**config.mk**
```make
export PLATFORM = sky130hd
export DESIGN_NAME = kb_scancode_fifo
export DESIGN_NICKNAME = d
export VERILOG_FILES = /design/src/rtl/kb_pkg.sv /design/src/rtl/kb_fifo_core.sv /design/src/rtl/kb_scancode_fifo.sv
export SDC_FILE = /design/constraint.sdc
export NUM_CORES = 1
export LEC_CHECK = 0
export CAP_MARGIN = 20
export CORE_UTILIZATION = 52
export CTS_CLUSTER_DIAMETER = 100
export CTS_CLUSTER_SIZE = 24
export DETAILED_ROUTE_END_ITERATION = 16
export HOLD_SLACK_MARGIN = 0.1
export PLACE_DENSITY_LB_ADDON = 0.2
export SKIP_LAST_GASP = 1
export SLEW_MARGIN = 20
export SYNTH_ARGS = -nofsm -noshare
export SYNTH_HDL_FRONTEND = slang
export SYNTH_SLANG_ARGS = --single-unit
export TNS_END_PERCENT = 100
```
**constraint.sdc**
```tcl
create_clock -name CLK -period 2.36 [get_ports CLK]
set_clock_uncertainty 0.15 [all_clocks]
set_input_delay 0.236 -clock CLK [delete_from_list [all_inputs] [get_ports CLK]]
set_output_delay 0.236 -clock CLK [all_outputs]
set_load 0.03 [all_outputs]
```
**src/rtl/kb_pkg.sv**
```systemverilog
// Shared definitions for the keyboard scan-code FIFO: register selects and
// the STATUS register layout.
package kb_pkg;

   localparam int KB_REG_DATA   = 0;
   localparam int KB_REG_STATUS = 1;

   localparam int ST_NE      = 0;
   localparam int ST_FULL    = 1;
   localparam int ST_OVF     = 2;
   localparam int ST_PERR    = 3;
   localparam int ST_CNT_LSB = 4;

   // Field order matches the bit indices above, MSB first.
   typedef struct packed {
      logic [3:0] cnt;
      logic       perr;
      logic       ovf;
      logic       full;
      logic       ne;
   } kb_status_t;

endpackage

```
**src/rtl/kb_fifo_core.sv**
```systemverilog
// DEPTH x 8 scan-code buffer: write/read pointers, occupancy count and
// push/pop arbitration (a pop frees the slot for a same-cycle push).
module kb_fifo_core #(
   parameter int DEPTH = 8,
   parameter int AW    = 3
) (
   input  logic          CLK,
   input  logic          RST,
   input  logic          push,
   input  logic          pop,
   input  logic [7:0]    din,
   output logic [7:0]    head,
   output logic [AW:0]   count,
   output logic          full,
   output logic          not_empty,
   output logic          push_ok,
   output logic          pop_ok
);

   localparam logic [AW:0] FULL_CNT = DEPTH[AW:0];

   logic [7:0]    mem [DEPTH];
   logic [AW-1:0] wr_ptr;
   logic [AW-1:0] rd_ptr;

   assign full      = (count == FULL_CNT);
   assign not_empty = (count != '0);
   assign pop_ok    = pop & not_empty;
   assign push_ok   = push & (~full | pop_ok);
   assign head      = mem[rd_ptr];

   // Pointers wrap naturally because DEPTH is a power of two.
   always_ff @(posedge CLK) begin
      if (!RST) begin
         wr_ptr <= '0;
         rd_ptr <= '0;
         count  <= '0;
      end else begin
         if (push_ok) wr_ptr <= wr_ptr + 1'b1;
         if (pop_ok)  rd_ptr <= rd_ptr + 1'b1;
         case ({push_ok, pop_ok})
            2'b10:   count <= count + 1'b1;
            2'b01:   count <= count - 1'b1;
            default: count <= count;
         endcase
      end
   end

   always_ff @(posedge CLK) begin
      if (push_ok) mem[wr_ptr] <= din;
   end

endmodule

```
**src/rtl/kb_scancode_fifo.sv**
```systemverilog
// Keyboard scan-code FIFO on the Z180 I/O window: bus-strobe synchroniser,
// end-of-read detect, sticky error flags, DATA/STATUS read mux and interrupt.
module kb_scancode_fifo
   import kb_pkg::*;
#(
   parameter int DEPTH       = 8,
   parameter int AW          = 3,
   parameter int SYNC_STAGES = 2,
   parameter bit INT_EN      = 1'b1
) (
   input  logic       CLK,
   input  logic       RST,
   input  logic [7:0] CODE_IN,
   input  logic       CODE_VALID,
   input  logic       PARITY_ERR,
   input  logic       SEL_N,
   input  logic       A0,
   input  logic       RD_N,
   output logic [7:0] D_OUT,
   output logic       D_OE,
   output logic       INT_N
);

   logic [SYNC_STAGES-1:0] acc_p;
   logic                   acc_dly;
   logic                   acc_s;
   logic                   acc;
   logic                   a0_lat;
   logic                   end_rd;
   logic                   pop_req;
   logic                   clr_req;
   logic                   ovf;
   logic                   perr;
   logic                   perr_evt;
   logic                   ovf_evt;
   logic [7:0]             head;
   logic [AW:0]            count;
   logic                   full;
   logic                   not_empty;
   logic                   push_ok;
   logic                   pop_ok;
   kb_status_t             status;

   function automatic kb_status_t pack_status(input logic [AW:0] cnt,
                                              input logic p_err,
                                              input logic o_flow,
                                              input logic is_full,
                                              input logic is_ne);
      kb_status_t s;
      logic [7:0] c8;
      c8     = 8'(cnt);
      s.cnt  = c8[3:0];
      s.perr = p_err;
      s.ovf  = o_flow;
      s.full = is_full;
      s.ne   = is_ne;
      return s;
   endfunction

   assign acc  = ~SEL_N & ~RD_N;
   assign D_OE = acc;

   // Synchroniser; the delayed copy of the last stage gives the falling edge.
   always_ff @(posedge CLK) begin
      if (!RST) begin
         acc_p   <= '0;
         acc_dly <= 1'b0;
         a0_lat  <= 1'b0;
      end else begin
         acc_p   <= {acc_p[SYNC_STAGES-2:0], acc};
         acc_dly <= acc_p[SYNC_STAGES-1];
         if (acc_p[SYNC_STAGES-1]) a0_lat <= A0;
      end
   end

   assign acc_s   = acc_p[SYNC_STAGES-1];
   assign end_rd  = acc_dly & ~acc_s;
   assign pop_req = end_rd & (a0_lat == 1'(KB_REG_DATA));
   assign clr_req = end_rd & (a0_lat == 1'(KB_REG_STATUS));

   kb_fifo_core #(
      .DEPTH (DEPTH),
      .AW    (AW)
   ) u_core (
      .CLK       (CLK),
      .RST       (RST),
      .push      (CODE_VALID & ~PARITY_ERR),
      .pop       (pop_req),
      .din       (CODE_IN),
      .head      (head),
      .count     (count),
      .full      (full),
      .not_empty (not_empty),
      .push_ok   (push_ok),
      .pop_ok    (pop_ok)
   );

   assign perr_evt = CODE_VALID & PARITY_ERR;
   assign ovf_evt  = CODE_VALID & ~PARITY_ERR & ~push_ok;

   // A new error event in the clearing cycle keeps its flag set.
   always_ff @(posedge CLK) begin
      if (!RST) begin
         perr  <= 1'b0;
         ovf   <= 1'b0;
         INT_N <= 1'b1;
      end else begin
         if (perr_evt)     perr <= 1'b1;
         else if (clr_req) perr <= 1'b0;
         if (ovf_evt)      ovf  <= 1'b1;
         else if (clr_req) ovf  <= 1'b0;
         INT_N <= ~(INT_EN & not_empty);
      end
   end

   assign status = pack_status(count, perr, ovf, full, not_empty);

   always_comb begin
      D_OUT = 8'h00;
      if (A0 == 1'(KB_REG_STATUS)) D_OUT = status;
      else if (not_empty)          D_OUT = head;
   end

endmodule

```
# --- Word-level counts from Yosys, hierarchy flattened ---
# Memory sizes are Yosys's and may differ from the RTL's. A register that Yosys moved wholly into a read port is not among the register bits.
# Index checks and enable logic that the tools add are counted.
op_classes:
  n_reduce_logical: 4
  eq_ne: 3
  n_bitwise: 18
  n_mux: 10
  addsub: 4
ops:
  columns: ["operator", "count"]
  rows:
  - ["two-way mux 8 bit", 2]
  - ["AND 1 bit", 9]
  - ["inverter 1 bit", 8]
  - ["case mux 4 bit (2 select lines)", 1]
  - ["adder 3 x 1 -> 3 bit, second input constant", 2]
  - ["two-way mux 3 bit", 2]
  - ["nonzero test 2 bit", 3]
  - ["two-way mux 1 bit", 5]
  - ["adder 4 x 1 -> 4 bit, second input constant", 1]
  - ["equality test 4 bit, second input constant", 1]
  - ["nonzero test 4 bit", 1]
  - ["subtractor 4 x 1 -> 4 bit, second input constant", 1]
  - ["equality test 2 x 1 -> 1 bit, second input constant", 1]
  - ["equality test 2 bit, second input constant", 1]
  - ["bitwise OR 1 bit", 1]
word_totals:
  in_bits: 15
  ff_bits: 17
  out_inout_bits: 10
  memories: 1
  ramBits: 64
memory_table:
  columns: ["memory", "depth", "word_bits", "rd", "rd_ports_with_merged_regs", "write_ports", "line", "text"]
  rows:
  - ["u_core.mem", 8, 8, 1, 1, 1, "kb_fifo_core.sv:22", "logic [7:0] mem [DEPTH];"]

# --- Longest topological paths before layout ---
# Gate-level depths: netlist (run 1).
logic_depth:
  depth_word: 9
  mapped_depth: 11
  ltp_nobuf: 10

# --- Modules after synthesis ---
# Synthesis (run 1) repeated with hierarchy kept, for this count alone.
unflattened:
  hier_cells: 213
  area_unflattened_um2: 3584.7
by_module_without_submodules:
  columns: ["mod", "cells_each", "area_per_inst_um2", "instances"]
  rows:
  - ["kb_fifo_core", 180, 3238.1, 1]
  - ["kb_scancode_fifo", 33, 346.6, 1]

# --- Worst setup path before layout (run 1) ---
# OpenSTA, ideal clock, no wires.
synth_timing:
  path_type: "reg-to-reg"
  startpoint: "register a0_lat"
  endpoint: "register u_core.count[2]"
  setup_ns: 0.076
  arrival_time_ns: 2.325
  path_slack_ns: -0.191
  path_stages_with_launch: 11
  path_buffers: 0
  path_cell_list: "dfxtp_1 or3b_4 a31oi_4 inv_1 ha_1 xor2_1 ha_1 a21oi_1 xor2_1 or3_1 a21boi_0"
synth_via:
  elab_chain_len: 7
  word_cells_on_any_way: 9
synth_rtl:
  columns: ["item", "line", "text"]
  rows:
  - ["from (decl)", "kb_scancode_fifo.sv:28", "logic a0_lat;"]
  - ["from (signal assigned)", "kb_scancode_fifo.sv:68", "a0_lat <= 1'b0;"]
  - ["from (signal assigned)", "kb_scancode_fifo.sv:72", "if (acc_p[SYNC_STAGES-1]) a0_lat <= A0;"]
  - ["inverter 1 bit *", "kb_scancode_fifo.sv:78", "assign pop_req = end_rd & (a0_lat == 1'(KB_REG_DATA));"]
  - ["AND 1 bit *", "kb_scancode_fifo.sv:78", null]
  - ["AND 1 bit *", "kb_fifo_core.sv:28", "assign pop_ok = pop & not_empty;"]
  - ["bitwise OR 1 bit", "kb_fifo_core.sv:29", "assign push_ok = push & (~full | pop_ok);"]
  - ["AND 1 bit", "kb_fifo_core.sv:29", null]
  - ["equality test 2 x 1 -> 1 bit / equality test 2 bit (equally long branches)", "kb_fifo_core.sv:41", "case ({push_ok, pop_ok})"]
  - ["case mux 4 bit (2 select lines) / nonzero test 2 bit (equally long branches)", null, null]
  - ["to (signal assigned)", "kb_fifo_core.sv:42", "2'b10: count <= count + 1'b1;"]
  - ["to (signal assigned)", "kb_fifo_core.sv:43", "2'b01: count <= count - 1'b1;"]
  - ["to (signal assigned)", "kb_fifo_core.sv:44", "default: count <= count;"]
  - ["to (decl)", "kb_fifo_core.sv:13", "output logic [AW:0] count,"]
# Every way passes the cells marked *; elsewhere a longest branch is shown, timed or not.
# A chain may end at the register's enable or synchronous reset.

# --- Final worst setup path (run 1) ---
# Same ends and word-level chain as after synthesis.

==> results of run 1 <==
## cells in the final DEF (no fill, tap or decap), drive strengths merged, types with 2 or more instances in the layout
cell / instances
edfxtp: 64
buf: 36
dfxtp: 20
clkdlybuf4s50: 16
mux2i: 16
nand2: 13
mux4: 11
nor2b: 10
nor2: 10
clkbuf: 9
o21ai: 8
and2: 8
nand2b: 7
a221o: 5
nor3b: 5
ha: 5
nor3: 4
xor2: 3
nand3: 3
inv: 3
a21boi: 2
or3: 2
xnor2: 2
bufinv: 2
o22ai: 2
a31oi: 2
a21oi: 2
clkinv: 2
## worst max-delay path: cells and delay by family (launching register included)
kind            cells  cell delay [ps]
fa+ha+maj           2              360
flops               1              340
buf+inv             1               70
simple gates        2              710
compound gates      3              340
xor+xnor            2              300
## cell families (layout without fill, tap and decap cells)
family	Yosys count	in the layout	share of synthesized area, %
AO/OA/AOI/OAI	24	24	5.19
multiplexers	27	27	11.7
buffers and inverters	10	70	1.37
adder cells (fa/ha/maj)	5	5	1.80
flip-flops	84	84	66.9
XOR/XNOR	5	5	1.26
AND/OR/NAND/NOR	67	67	11.7
## timing repair
action | CTS | global route
gates resized for setup | 11 | 8
pin swaps | 0 | 1
endpoints found under the setup margin | 8 | 6
setup buffers | 0 | 4
hold endpoints to repair | 0 | 0
## registers in the layout (all words and copies together) (netlist names), named ones only
register       flops
u_core.wr_ptr      3
acc_dly            1
ovf                1
u_core.rd_ptr      3
a0_lat             1
u_core.count       4
INT_N              1
u_core.mem        64
perr               1
acc_p              2
## per-stage QoR
step	setup WS (ps)	hold slack [ps]	total power [µW]	TNS, ps	area, µm²
final	28.5	287	2960	0	4250
after global routing	-118	298	3060	-209	4250
after CTS	-7.34	289	2980	-7.34	4200
after detailed placement	-67.6	269	1850	-134	3960
after global placement	-51.5	268	1850	-63.5	3960
after floorplan	-26.6	185	1760	-45.8	3490
## metal layers
| metal | global-route usage, % | routed length, µm |
|---|---|---|
| met1 | 25.7 | 2770 |
| met2 | 31.6 | 3210 |
| met3 | 3.96 | 434 |
| met4 | 9.24 | 132 |
| met5 | 0 | 0 |
## layout make-up
type                    instances  share of cell area, %
clock buffers                   9                   2.91
well taps                      77                   2.27
clock inverters                 7                   2.32
multi-input cells             128                   27.1
repair buffers                 53                   10.6
flip-flops and latches         84                   54.8
inverters                       1                 0.0883
## worst paths after layout
kind | startpoint | to | slack (ps)
worst min register to register | acc_p[0] | acc_p[1] | 290
worst max-delay path | a0_lat | u_core.count[2] | 30
worst max register to register | a0_lat | u_core.count[2] | 30
worst min-delay path | acc_p[0] | acc_p[1] | 290
## where the power goes
group	internal, µW	total [µW]	leakage [µW]	switching [µW]
clock network	603	1140	0.000110	533
logic	102	213	0.000616	111
registers	1610	1620	0.000743	10.6
==> results.txt, run 1 <==
cell count after synthesis -> 222
First DRT Iteration DRCs -> 124
Main synth FF type -> edfxtp_1
syn_nets -> 242
synth warn -> 0
Post-synth EDFFs -> 64
FILL cells -> 456
Synth area leader -> edfxtp_1
top-count cell post-synth -> edfxtp_1
Cell Count, Final, Fillers Out -> 359
WHS Path Cells -> 1
Worst Path Arrival -> 2480 ps
CTS tree -> done
H-tree levels -> 3
status -> finished clean
most common library cells after synthesis -> edfxtp_1 (64), dfxtp_1 (20), mux2i_1 (16)
Worst path max stage delay -> 410 ps
initial antenna violation count -> 0
Startpoint Class -> flop
Core ar. -> 6390 µm²
Slowest-stage cell, CP -> or3b_4
Max VDD drop -> 610 µV
# DRC -> 0
Inst Count DP -> 339
Final min period -> 2330 ps
register area share after synthesis -> 66.9%
Worst Setup End Kind -> flop
number of diodes -> 0
critical path class -> reg -> reg
die height -> 83.7 µm
DP HPWL -> 4.30 mm
P_leak -> 0.00147 µW
post-layout util -> 66.6%
PwrDens -> 697 nW/µm²
Worst-Skew Late Latency -> 360 ps
vias per cell -> 5.48
crit-path cells -> or3b_4 > a31oi_4 > inv_2 > ha_4 > xor2_1 > ha_2 > a21oi_2 > xor2_1 > or3_1 > a21boi_1
gr usage total -> 19.6%
io pins -> 25
Syn Area/Cell -> 15.6 µm²
Synth cell types -> 43
Worst EP required -> 2510 ps
hold crit path type -> reg -> reg
WL final -> 6.54 mm
CTS Buf Count -> 9
Vias -> 1966
standard-cell rows -> 29
top-area cell type share of the netlist area -> 55.4%
Multi-input gate area -> 1150 µm²
final number of hold-violating endpoints -> 0
Worst-path clk slew -> 90 ps
most used cell, CP -> xor2_1
RSZ-0062 raised after global routing -> yes
Routed Antenna Nets -> 0
synthesized area -> 3470 µm²
max frequency -> 429 MHz
post-layout net count -> 297
post-cts hold buffer count -> 0
clock sinks -> 84
fraction of layout cells with a size suffix above 1 -> 30.9%
top cells by area, synth -> edfxtp_1 (55%), dfxtp_1 (12%), mux4_2 (7.1%)
largest net degree at the start of global routing -> 22
vias in the first global route -> 1948
R2R depth -> 10
max_cap viols -> 0
Slew Limit Headroom -> 59.6%
die width -> 83.7 µm
DR pass1 iterations -> 4
Final Wtd Congestion -> 0.740
Initial Utilization -> 54.4%
Clock Tree Root -> clkbuf_8
Final Max Slew Viols -> 0
fin crit share -> 98.8%
register area -> 2330 µm²
Max Fanout on Critical Path -> 4
WL/cell -> 18.2 µm
synthesized flop and latch total -> 84
Worst-Margin Slew -> 605 ps
port bufs -> 24
Setup-failing EPs final -> 0
Congestion Overflow GR -> 0
Synth-to-Final Area Change -> 22.5%
total die area -> 7010 µm²
Max Buffers Root-to-Sink -> 2
ys async rst share -> 0%
first-pass GRT wire length -> 9.95 mm
No activity file was read; power rests on OpenSTA's default activity.
==> run 2, diff against run 1 <==
--- a/config.mk
+++ b/config.mk
@@ -13,4 +13,5 @@
 export HOLD_SLACK_MARGIN = 0.1
 export PLACE_DENSITY_LB_ADDON = 0.2
+export REMOVE_ABC_BUFFERS = 1
 export SKIP_LAST_GASP = 1
 export SLEW_MARGIN = 20
==> constraint.sdc (replaced) <==
create_clock -name CLK -period 2.36 [get_ports CLK]
set_clock_uncertainty 0.15 [all_clocks]
set_input_delay 0.354 -clock CLK [delete_from_list [all_inputs] [get_ports CLK]]
set_output_delay 0.354 -clock CLK [all_outputs]
set_load 0.03 [all_outputs]
==> results.txt, run 2 (synthesis gave the netlist of run 1 again) <==
status -> complete, but fails checks (was finished clean)
failing checks -> negative setup slack
fin crit share -> 101% (was 98.8%)
CP delay by family, top -> multiplexers (was simple AND/OR/NAND/NOR gates)
Most flops, register -> u_core.mem (unchanged)
vias in the first global route -> 1942 (was 1948)
post-cts hold buffer count -> 0 (unchanged)
die width -> 83.7 µm (unchanged)
clock sinks -> 84 (unchanged)
DP Area -> 3930 µm² (was 3960 µm²)
P_leak -> 0.00149 µW (was 0.00147 µW)
Final Wtd Congestion -> 0.814 (was 0.740)
H-tree levels -> 3 (unchanged)
clock share of power -> 34.1% (was 38.3%)
top flop regs -> u_core.mem x64, u_core.count x4 (unchanged)
Setup-failing EPs final -> 2 (was 0)
Worst-path clk slew -> 80 ps (was 90 ps)
Gate power share -> 8.0% (was 7.2%)
standard-cell rows -> 29 (unchanged)
fraction of layout cells with a size suffix above 1 -> 35.3% (was 30.9%)
Seq pwr share -> 57.9% (was 54.5%)
post-layout util -> 68.0% (was 66.6%)
port bufs -> 24 (unchanged)
Worst-Margin Slew -> 657 ps (was 605 ps)
number of diodes -> 0 (unchanged)
initial antenna violation count -> 0 (unchanged)
buffers and inverters on the worst path -> 3 (was 1)
critical path class -> reg -> out (was reg -> reg)
hold crit path type -> reg -> reg (unchanged)
CTS Buf Count -> 9 (unchanged)
first-pass GRT wire length -> 9.92 mm (was 9.95 mm)
WL/cell -> 17.7 µm (was 18.2 µm)
Final Max Slew Viols -> 0 (unchanged)
post-layout net count -> 298 (was 297)
Worst path max stage delay -> 520 ps (was 410 ps)
Critical Path Stages -> 6 (was 10)
most frequent cells in the layout -> edfxtp_1 (64), buf_4 (28), mux2i_1 (16), clkdlybuf4s50_1 (16) (was edfxtp_1 (64), buf_4 (34), dfxtp_1 (16), clkdlybuf4s50_1 (16), mux2i_1 (15))
Cell Count, Final, Fillers Out -> 360 (was 359)
WHS Path Cells -> 1 (unchanged)
Routed Antenna Nets -> 0 (unchanged)
Int Pwr -> 2120 µW (was 2310 µW)
Power Total -> 2800 µW (was 2960 µW)
First DRT Iteration DRCs -> 78 (was 124)
Largest register FFs -> 64 (unchanged)
Startpoint Class -> flop (unchanged)
total die area -> 7010 µm² (unchanged)
sw power -> 673 µW (was 654 µW)
Max Buffers Root-to-Sink -> 2 (unchanged)
Max Fanout on Critical Path -> 6 (was 4)
DP HPWL -> 4.19 mm (was 4.30 mm)
Worst-Skew Late Latency -> 350 ps (was 360 ps)
Core ar. -> 6390 µm² (unchanged)
R2R depth -> 10 (unchanged)
Synth-to-Final Area Change -> 25.0% (was 22.5%)
gr usage total -> 19.3% (was 19.6%)
CTS tree -> done (unchanged)
max frequency -> 419 MHz (was 429 MHz)
commonest non-fill, non-tap cell in the layout -> edfxtp_1 (unchanged)
Inst Count DP -> 337 (was 339)
WL final -> 6.36 mm (was 6.54 mm)
# DRC -> 0 (unchanged)
Worst Setup End Kind -> output pin (was flop)
final instance area -> 4340 µm² (was 4250 µm²)
largest net degree at the start of global routing -> 22 (unchanged)
final number of hold-violating endpoints -> 0 (unchanged)
RSZ-0062 raised after global routing -> yes (unchanged)
worst setup margin -> -25.0 ps (was 28.5 ps)
Switching Share -> 24.1% (was 22.1%)
Final min period -> 2380 ps (was 2330 ps)
Initial Utilization -> 54.4% (unchanged)
Congestion Overflow GR -> 0 (unchanged)
Max VDD drop -> 513 µV (was 610 µV)
Vias -> 1977 (was 1966)
Slew Limit Headroom -> 56.1% (was 59.6%)
PwrDens -> 644 nW/µm² (was 697 nW/µm²)
Slowest-stage cell, CP -> mux4_2 (was or3b_4)
Worst Path Arrival -> 1880 ps (was 2480 ps)
crit-path cells -> buf_12 > buf_4 > mux4_2 > nor2_2 > o21ai_2 > buf_6 (was or3b_4 > a31oi_4 > inv_2 > ha_4 > xor2_1 > ha_2 > a21oi_2 > xor2_1 > or3_1 > a21boi_1)
Worst EP required -> 1860 ps (was 2510 ps)
Clock Tree Root -> clkbuf_8 (unchanged)
vias per cell -> 5.49 (was 5.48)
Reg2Reg Setup Slack -> 10 ps (was 30 ps)
DR pass1 iterations -> 4 (unchanged)
max_cap viols -> 0 (unchanged)
die height -> 83.7 µm (unchanged)
setup_tns -> -46.2 ps (was 0 ps)
io pins -> 25 (unchanged)
==> run 2: changes by cell type in the layout (fill, tap and decap cells not counted), moves of 3 or more <==
cell and change:
buf_4 -6, buf_6 +6, o21ai_0 -6, dfxtp_1 -4, dfxtp_2 +4, nor2_1 -3, nor2_2 +3, o21ai_1 +3
o21ai_2 +3
==> run 2: what timing repair did <==
item	4_1_cts	5_1_grt
pin swaps	7	4
cloned	2	1
endpoints found under the setup margin	10	10
resized for setup	22	20
setup buffers	2	2
==> run 2: per-layer routing <==
metal | vias up | track usage [%] | routed length (µm) | part of all wire [%]
met5 | - | 0 | 0 | 0
met4 | 0 | 5.08 | 82 | 1.3
met3 | 9 | 6.13 | 258 | 4.1
met2 | 47 | 32.1 | 3170 | 50
met1 | 962 | 24.6 | 2850 | 45
li1 | 959 | - | - | -
==> run 2: final timing paths <==
path                                        end      from
worst max-delay path                   D_OUT[7]      flop
worst min-delay path                   acc_p[1]  acc_p[0]
worst max register to register  u_core.count[2]  acc_p[1]
worst min register to register         acc_p[1]  acc_p[0]
==> run 2: power by group through the flow <==
stage	Clock, µW	Sequential [µW]	Combinational [µW]
final	952	1620	225
after global routing	1050	1620	241
after CTS	976	1620	213
after detailed placement	0	1650	199
after global placement	0	1650	195
after floorplan	0	1650	94.6
==> run 2: stage by stage <==
stage | setup slack, ps | hold WS [ps]
after global routing | -125 | 313
after CTS | -59.3 | 300
after detailed placement | -356 | 275
final | -25.0 | 295
after floorplan | -344 | 262
after global placement | -277 | 272
==> run 2: cell type report <==
| class | instances | area [µm²] |
|---|---|---|
| clock buffer | 9 | 124 |
| clock inverter | 7 | 67.6 |
| fill | 459 | 2040 |
| inverter | 1 | 3.75 |
| multi-input combinational | 128 | 1180 |
| sequential | 84 | 2330 |
| tap | 77 | 96.3 |
| timing repair buffer | 54 | 538 |
